<file path="src/rtl/alu_op_sequencer.sv">
`default_nettype none
//------------------------------------------------------------------------------
// alu_op_sequencer: single-outstanding command dispatcher to four ALU units
// Rev 1.0 - initial release
//------------------------------------------------------------------------------
module alu_op_sequencer #(
    parameter int IN_DATA_WIDTH = 16,
    parameter int OUT_WIDTH     = 16,
    parameter int TIMEOUT       = 8
) (
    input  logic                     CLK,
    input  logic                     rst,
    input  logic                     Cmd_Valid,
    output logic                     Cmd_Ready,
    input  logic [3:0]               Cmd_Op,
    input  logic [IN_DATA_WIDTH-1:0] Cmd_A,
    input  logic [IN_DATA_WIDTH-1:0] Cmd_B,
    output logic [IN_DATA_WIDTH-1:0] A,
    output logic [IN_DATA_WIDTH-1:0] B,
    output logic [1:0]               ALU_FUN,
    output logic                     Arith_Enable,
    output logic                     Logic_Enable,
    output logic                     CMP_Enable,
    output logic                     Shift_Enable,
    input  logic [OUT_WIDTH-1:0]     Arith_OUT,
    input  logic [OUT_WIDTH-1:0]     Logic_OUT,
    input  logic [OUT_WIDTH-1:0]     CMP_OUT,
    input  logic [OUT_WIDTH-1:0]     Shift_OUT,
    input  logic                     Arith_Flag,
    input  logic                     Logic_Flag,
    input  logic                     CMP_Flag,
    input  logic                     Shift_Flag,
    output logic                     Res_Valid,
    input  logic                     Res_Ready,
    output logic [OUT_WIDTH-1:0]     Res_Data,
    output logic [1:0]               Res_Unit,
    output logic                     Res_Err
);

    localparam logic [7:0] C_CNT_LAST = 8'(TIMEOUT - 1);

    typedef enum logic [1:0] {
        S_IDLE = 2'd0,
        S_WAIT = 2'd1,
        S_RESP = 2'd2
    } state_t;

    state_t                   state_q, state_d;
    logic [IN_DATA_WIDTH-1:0] a_q, a_d;
    logic [IN_DATA_WIDTH-1:0] b_q, b_d;
    logic [1:0]               fun_q, fun_d;
    logic [1:0]               sel_q, sel_d;
    logic [3:0]               en_q, en_d;
    logic [7:0]               cnt_q, cnt_d;
    logic                     res_valid_q, res_valid_d;
    logic [OUT_WIDTH-1:0]     res_data_q, res_data_d;
    logic [1:0]               res_unit_q, res_unit_d;
    logic                     res_err_q, res_err_d;

    logic                     sel_flag;
    logic [OUT_WIDTH-1:0]     sel_out;
    logic                     cmd_ready;

    assign cmd_ready = (state_q == S_IDLE) && rst;

    // Only the unit that was dispatched is ever looked at.
    always_comb begin
        sel_flag = 1'b0;
        sel_out  = '0;
        case (sel_q)
            2'b00:   begin sel_flag = Arith_Flag; sel_out = Arith_OUT; end
            2'b01:   begin sel_flag = Logic_Flag; sel_out = Logic_OUT; end
            2'b10:   begin sel_flag = CMP_Flag;   sel_out = CMP_OUT;   end
            default: begin sel_flag = Shift_Flag; sel_out = Shift_OUT; end
        endcase
    end

    always_comb begin
        state_d     = state_q;
        a_d         = a_q;
        b_d         = b_q;
        fun_d       = fun_q;
        sel_d       = sel_q;
        en_d        = en_q;
        cnt_d       = cnt_q;
        res_valid_d = res_valid_q;
        res_data_d  = res_data_q;
        res_unit_d  = res_unit_q;
        res_err_d   = res_err_q;

        case (state_q)
            S_IDLE: begin
                if (Cmd_Valid && cmd_ready) begin
                    a_d     = Cmd_A;
                    b_d     = Cmd_B;
                    fun_d   = Cmd_Op[1:0];
                    sel_d   = Cmd_Op[3:2];
                    en_d    = 4'b0001 << Cmd_Op[3:2];
                    cnt_d   = 8'd0;
                    state_d = S_WAIT;
                end
            end
            S_WAIT: begin
                cnt_d = cnt_q + 8'd1;
                // A flag arriving on the final cycle still beats the timeout.
                if (sel_flag) begin
                    res_data_d  = sel_out;
                    res_unit_d  = sel_q;
                    res_err_d   = 1'b0;
                    en_d        = 4'b0000;
                    res_valid_d = 1'b1;
                    state_d     = S_RESP;
                end else if (cnt_q == C_CNT_LAST) begin
                    res_data_d  = '0;
                    res_unit_d  = sel_q;
                    res_err_d   = 1'b1;
                    en_d        = 4'b0000;
                    res_valid_d = 1'b1;
                    state_d     = S_RESP;
                end
            end
            S_RESP: begin
                if (Res_Ready) begin
                    res_valid_d = 1'b0;
                    state_d     = S_IDLE;
                end
            end
            default: begin
                en_d        = 4'b0000;
                res_valid_d = 1'b0;
                state_d     = S_IDLE;
            end
        endcase
    end

    always_ff @(posedge CLK or negedge rst) begin
        if (!rst) begin
            state_q     <= S_IDLE;
            a_q         <= '0;
            b_q         <= '0;
            fun_q       <= 2'b00;
            sel_q       <= 2'b00;
            en_q        <= 4'b0000;
            cnt_q       <= 8'd0;
            res_valid_q <= 1'b0;
            res_data_q  <= '0;
            res_unit_q  <= 2'b00;
            res_err_q   <= 1'b0;
        end else begin
            state_q     <= state_d;
            a_q         <= a_d;
            b_q         <= b_d;
            fun_q       <= fun_d;
            sel_q       <= sel_d;
            en_q        <= en_d;
            cnt_q       <= cnt_d;
            res_valid_q <= res_valid_d;
            res_data_q  <= res_data_d;
            res_unit_q  <= res_unit_d;
            res_err_q   <= res_err_d;
        end
    end

    assign Cmd_Ready    = cmd_ready;
    assign A            = a_q;
    assign B            = b_q;
    assign ALU_FUN      = fun_q;
    assign Arith_Enable = en_q[0];
    assign Logic_Enable = en_q[1];
    assign CMP_Enable   = en_q[2];
    assign Shift_Enable = en_q[3];
    assign Res_Valid    = res_valid_q;
    assign Res_Data     = res_data_q;
    assign Res_Unit     = res_unit_q;
    assign Res_Err      = res_err_q;

endmodule
`default_nettype wire

</file>
<file path="config.mk">
export PLATFORM = sky130hd
export DESIGN_NAME = alu_op_sequencer
export DESIGN_NICKNAME = d
export VERILOG_FILES = /design/src/rtl/alu_op_sequencer.sv
export SDC_FILE = /design/constraint.sdc
export NUM_CORES = 1
export LEC_CHECK = 0
export BUFFER_PORTS_ARGS = -buffer_cell sky130_fd_sc_hd__buf_2
export CORE_UTILIZATION = 36
export DETAILED_ROUTE_END_ITERATION = 8
export PLACE_DENSITY = 0.66
export SLEW_MARGIN = 20
export SYNTH_ARGS = -nofsm -noshare
export SYNTH_HDL_FRONTEND = slang
export SYNTH_SLANG_ARGS = --single-unit
</file>
<file path="constraint.sdc">
create_clock -name CLK -period 4.6 [get_ports CLK]
set_clock_uncertainty 0.1 [all_clocks]
set_input_delay 0.92 -clock CLK [delete_from_list [all_inputs] [get_ports CLK]]
set_output_delay 0.92 -clock CLK [all_outputs]
set_load 0.05 [all_outputs]
</file>
==> results.yml, run 1 <==
logic_synthesis:
  synth_compound_area_share_pct: 9.17
  ys.flop_type: "dfrtp_1"
  synth_adder_area_share_pct: 0.397
  synthArstFlopShare_pct: 100
  netlist_instances: 288
  synthSimpleGateAreaFrac_pct: 17.7
  synth-xor-area-share_pct: 0
  ys_seq_area_share_pct: 55.6
  synth_seq_cells: 70
  syn_area_per_cell_um2: 10.9
  synthMuxAreaShare_pct: 13.7
  synth_edf_count: 0
  syn_area_um2: 3150
  synth_top_family_by_area: "simple AND/OR/NAND/NOR gates"
  ys_types: 34
  ys_warn_count: 0
  synth_fp_nets: 397
sta:
  drv_slew: 0
  fin_crit_sh_pct: 61.8
  setup_viol: 0
  max_freq_mhz: 352
  grt_setup_unrepaired: "false"
  tightest_slew_ps: 785
  hold_viol_final: 0
  hold_ws_ps: 372
  min_period_ps: 2840
  setup-tns-final_ps: 0
  slew_headroom_pct: 47.7
route:
  routed_via_density: 4.93
  routed_wl_um: 7880
  drtAntennaViolNets: 0
  firstDrtPassIters: 5
  drt-initial-drc-count: 110
  vias: 2759
  wire_per_inst_um: 14.1
  drc_errors: 0
critical_path:
  reg2reg_to: "Res_Unit[1]"
  worstPathRequired_ps: 3580
  crit_start: "rst"
  setup.worst_path.class: "in -> out"
  end_kind: "output pin"
  cp-start-kind: "input pin"
  rr_worst_depth: 4
  rrSetupSlack_ps: 1970
  r2r-start: "sel_q[1]"
  endpoint: "Cmd_Ready"
  arrival_ps: 1820
  critPathMaxFanout: 28
cts:
  ctsHoldBuffers: 0
  cts_root_buffer: "clkbuf_8"
  clock_latency_ps: 330
  cts_buffer_depth: 2
  cts.sinks: 70
  cts_buffers: 9
  clk_pin_slew_ps: 70
  htreeDepth: 3
  post_cts_buffers: 0
  ctsResizeCount: 0
  cts_tree: "yes"
final_layout:
  fin_area_um2: 4260
  area_growth_pct: 35.1
  final_cell_mix: "buf_2, nand2_1, dfrtp_1, mux4_2, a32o_1"
  fin_nets: 560
  n_antenna_cell: 0
  layout.cells.non_filler: 560
  final_common_cell: "buf_2"
  drive_gt1_share_pct: 45.3
power:
  finalPower_mw: 3.47
  cellLeakagePower_nw: 2.30
  p_per_area_nw_per_um2: 815
  worst_ir_drop_vdd_mv: 0.405
global_route:
  grt_pass1_wl_um: 11600
  grt_max_degree: 46
  overflow: 0
  grt_usage_pct: 16.9
  antenna_found_initial: 0
  grt_pass1_vias: 2450
placed_design:
  dp_hpwl_um: 5780
  dp_cells: 545
  io_buffers: 166
  gp_congestion: 0.724
  dpl-instance-area_um2: 4070
floorplanning:
  die_h_um: 95.6
  start_util_pct: 37.8
  coreArea_um2: 8340
  io_pins: 167
  dieArea_um2: 9140
  rows: 33
  die_x_um: 95.6
status:
  status: "finished, final reports clean"
hold_path:
  hold_class: "reg -> reg"
job:
  cap_violations: 0
-- flip-flops by register name, summed over array words and instances (netlist names) --
| register | flops |
|---|---|
| Res_Unit | 2 |
| cnt_q | 8 |
| ALU_FUN | 2 |
| B | 16 |
| sel_q | 2 |
| A | 16 |
| state_q | 2 |
| en_q | 4 |
| Res_Err | 1 |
| Res_Data | 16 |
| Res_Valid | 1 |
-- metal layers --
| layer | track usage, % | part of all wire, % | routed length [µm] |
|---|---|---|---|
| met5 | 0 | 0 | 0 |
| met3 | 4.47 | 8.6 | 676 |
| met2 | 28.5 | 50 | 3900 |
| met1 | 20.3 | 41 | 3200 |
| met4 | 7.34 | 1.3 | 104 |
-- critical path, stage by stage --
cell	delay, ps
buf_4	310
nor3b_1	280
buf_2	310
-- how the worst min path moves through the flow --
stage                     startpoint        to  slack [ps]  depth (start not counted)
after floorplan             cnt_q[7]  cnt_q[7]         350                          1
after global placement          A[7]      A[7]         350                          2
after detailed placement       B[11]     B[11]         360                          2
after CTS                      B[11]     B[11]         380                          2
after global routing            B[4]      B[4]         400                          2
final                           A[9]      A[9]         370                          2
-- Yosys cell counts (all sizes together) (4+ instances only) --
cell    instances  area share [%]
o21ai          12             2.0
nor2            6            0.71
nand2         120              14
buf             8             1.8
mux4           17              12
a32o           16             5.1
nand3           4            0.63
dfrtp          70              56
clkbuf         11             1.3
-- cells by family after synthesis --
family,Yosys count
compound gates,36
fa+ha+maj,1
buf+inv,21
flops,70
mux,21
simple gates,139
-- power by group --
| part | internal [mW] | switching, mW |
|---|---|---|
| clock | 0.260 | 0.212 |
| combinational | 0.549 | 1.37 |
| sequential | 0.890 | 0.191 |
-- stage by stage --
stage	utilization, %	setup WS [ps]
floorplan	-	1460
global placement	48.8	1730
detailed placement	48.8	1710
CTS	51.1	1710
global route	51.1	1630
finish	51.1	1760
-- final cells by class --
cell class,instances,area [µm²]
fill,793,4080
sequential,70,1750
multi-input combinational,197,1310
timing repair buffer,171,871
clock buffer,11,141
tap,105,131
clock inverter,4,47.5
inverter,2,7.51
(Power assumes the default switching activity.)
==> inputs of run 2 (changes only) <==
==> constraint.sdc (replaced) <==
create_clock -name CLK -period 2.9 [get_ports CLK]
set_clock_uncertainty 0.1 [all_clocks]
set_input_delay 0.58 -clock CLK [delete_from_list [all_inputs] [get_ports CLK]]
set_output_delay 0.58 -clock CLK [all_outputs]
set_load 0.05 [all_outputs]
==> run 2 against run 1 <==
Cell count is 0.71% higher. Cell area is 0.79% higher. First-iteration DRC count is 43% higher. Non-clock buffer count is 3 higher. Sequential share of layout area is 0.32 points lower. Critical path type unchanged. Highest routed layer unchanged.
==> results.yml, run 2 (synthesis results as in run 1) <==
sta:
  setup_viol: 0
  min_period_ps: 2580
  slew_headroom_pct: 51.4
  tightest_slew_ps: 729
  drv_slew: 0
  max_freq_mhz: 388
  hold_ws_ps: 326
  fin_crit_sh_pct: 89.0
  setup-tns-final_ps: 0
  hold_viol_final: 0
  grt_setup_unrepaired: "false"
route:
  drc_errors: 0
  wire_per_inst_um: 14.1
  drtAntennaViolNets: 0
  vias: 2732
  routed_via_density: 4.84
  routed_wl_um: 7930
  drt-initial-drc-count: 157
  firstDrtPassIters: 4
hold_path:
  hold_class: "in -> reg"
critical_path:
  cp-start-kind: "input pin"
  end_kind: "output pin"
  worstPathRequired_ps: 2220
  setup.worst_path.class: "in -> out"
  arrival_ps: 1900
  critPathMaxFanout: 14
floorplanning:
  die_x_um: 95.6
  rows: 33
  coreArea_um2: 8340
  die_h_um: 95.6
  io_pins: 167
  start_util_pct: 37.8
  dieArea_um2: 9140
power:
  p_per_area_nw_per_um2: 1300
  seq_power_share_pct: 30.0
  cellLeakagePower_nw: 2.32
  combPwrFrac_pct: 56.0
  p_sw_mw: 2.87
  swShare_pct: 51.6
  power_frac_clock_pct: 14.0
  internal_power_mw: 2.70
  worst_ir_drop_vdd_mv: 0.572
cts:
  ctsResizeCount: 0
  cts_root_buffer: "clkbuf_8"
  clock_latency_ps: 340
  htreeDepth: 3
  cts_buffers: 9
  cts_buffer_depth: 2
  cts.sinks: 70
  cts_tree: "yes"
  clk_pin_slew_ps: 80
  post_cts_buffers: 0
  ctsHoldBuffers: 1
global_route:
  antenna_found_initial: 0
  grt_pass1_vias: 2557
  use_met2_pct: 30.2
  grt_pass1_wl_um: 12100
  met1_usage_pct: 21.0
  grt_max_degree: 60
  grt_use_met3_pct: 4.55
  grt_busiest_layer: "met2"
  grt_usage_pct: 17.7
  overflow: 0
final_layout:
  fin_nets: 563
  final_cell_mix: "buf_2, nand2_1, dfrtp_1, mux4_2, a32o_1"
  n_antenna_cell: 0
  final_common_cell: "buf_2"
  drive_gt1_share_pct: 45.8
  area_growth_pct: 36.2
placed_design:
  io_buffers: 166
  dp_hpwl_um: 5800
  gp_congestion: 0.750
job:
  cap_violations: 0
status:
  status: "finished, final reports clean"
==> run 2: area by class of cell <==
| class | instances | area [µm²] |
|---|---|---|
| Multi-Input combinational cell | 197 | 1310 |
| Timing Repair Buffer | 174 | 896 |
| Inverter | 2 | 7.51 |
| Clock buffer | 9 | 124 |
| Fill cell | 797 | 4050 |
| Clock inverter | 7 | 73.8 |
| Tap cell | 105 | 131 |
| Sequential cell | 70 | 1750 |
==> run 2: power groups by stage <==
stage	combinational, mW	sequential [mW]	clock (mW)
6_report	3.12	1.67	0.781
5_1_grt	3.32	1.73	0.859
3_3_place_gp	3.10	1.68	0
2_1_floorplan	1.07	3.02	0
4_1_cts	3.15	1.67	0.813
3_5_place_dp	3.16	1.68	0
==> run 2: path summary, 6_finish.rpt <==
kind                       slack (ps)  startpoint  cells after the start           to
max                               320         rst                      4    Cmd_Ready
min                               330    Cmd_B[2]                      3         B[2]
max reg2reg                       690  state_q[0]                      3  Res_Unit[0]
min reg2reg                       370        A[2]                      2         A[2]
max in group asynchronous        1210         rst                      3      en_q[1]
min in group asynchronous         530         rst                      2         A[6]
==> run 2: metal layers <==
layer  part of all wire (%)  vias up
li1                       -     1335
met1                     41     1281
met2                     50      110
met3                    7.9        6
met4                   0.83        0
met5                      0        -
==> run 2: worst max-delay path, stage by stage <==
cell	delay, ps
dlygate4sd3_1	540
buf_4	210
nor3b_1	250
buf_2	310
==> run 2: through the flow <==
stage	power, mW	utilization [%]	setup slack [ps]	cells	area (µm²)
6_report	5.57	51.5	320	564	4290
5_1_grt	5.91	51.5	227	564	4290
4_1_cts	5.64	51.5	309	564	4290
3_5_place_dp	4.84	49.0	607	547	4090
3_3_place_gp	4.78	49.0	641	547	4090
2_1_floorplan	4.08	-	163	288	3150
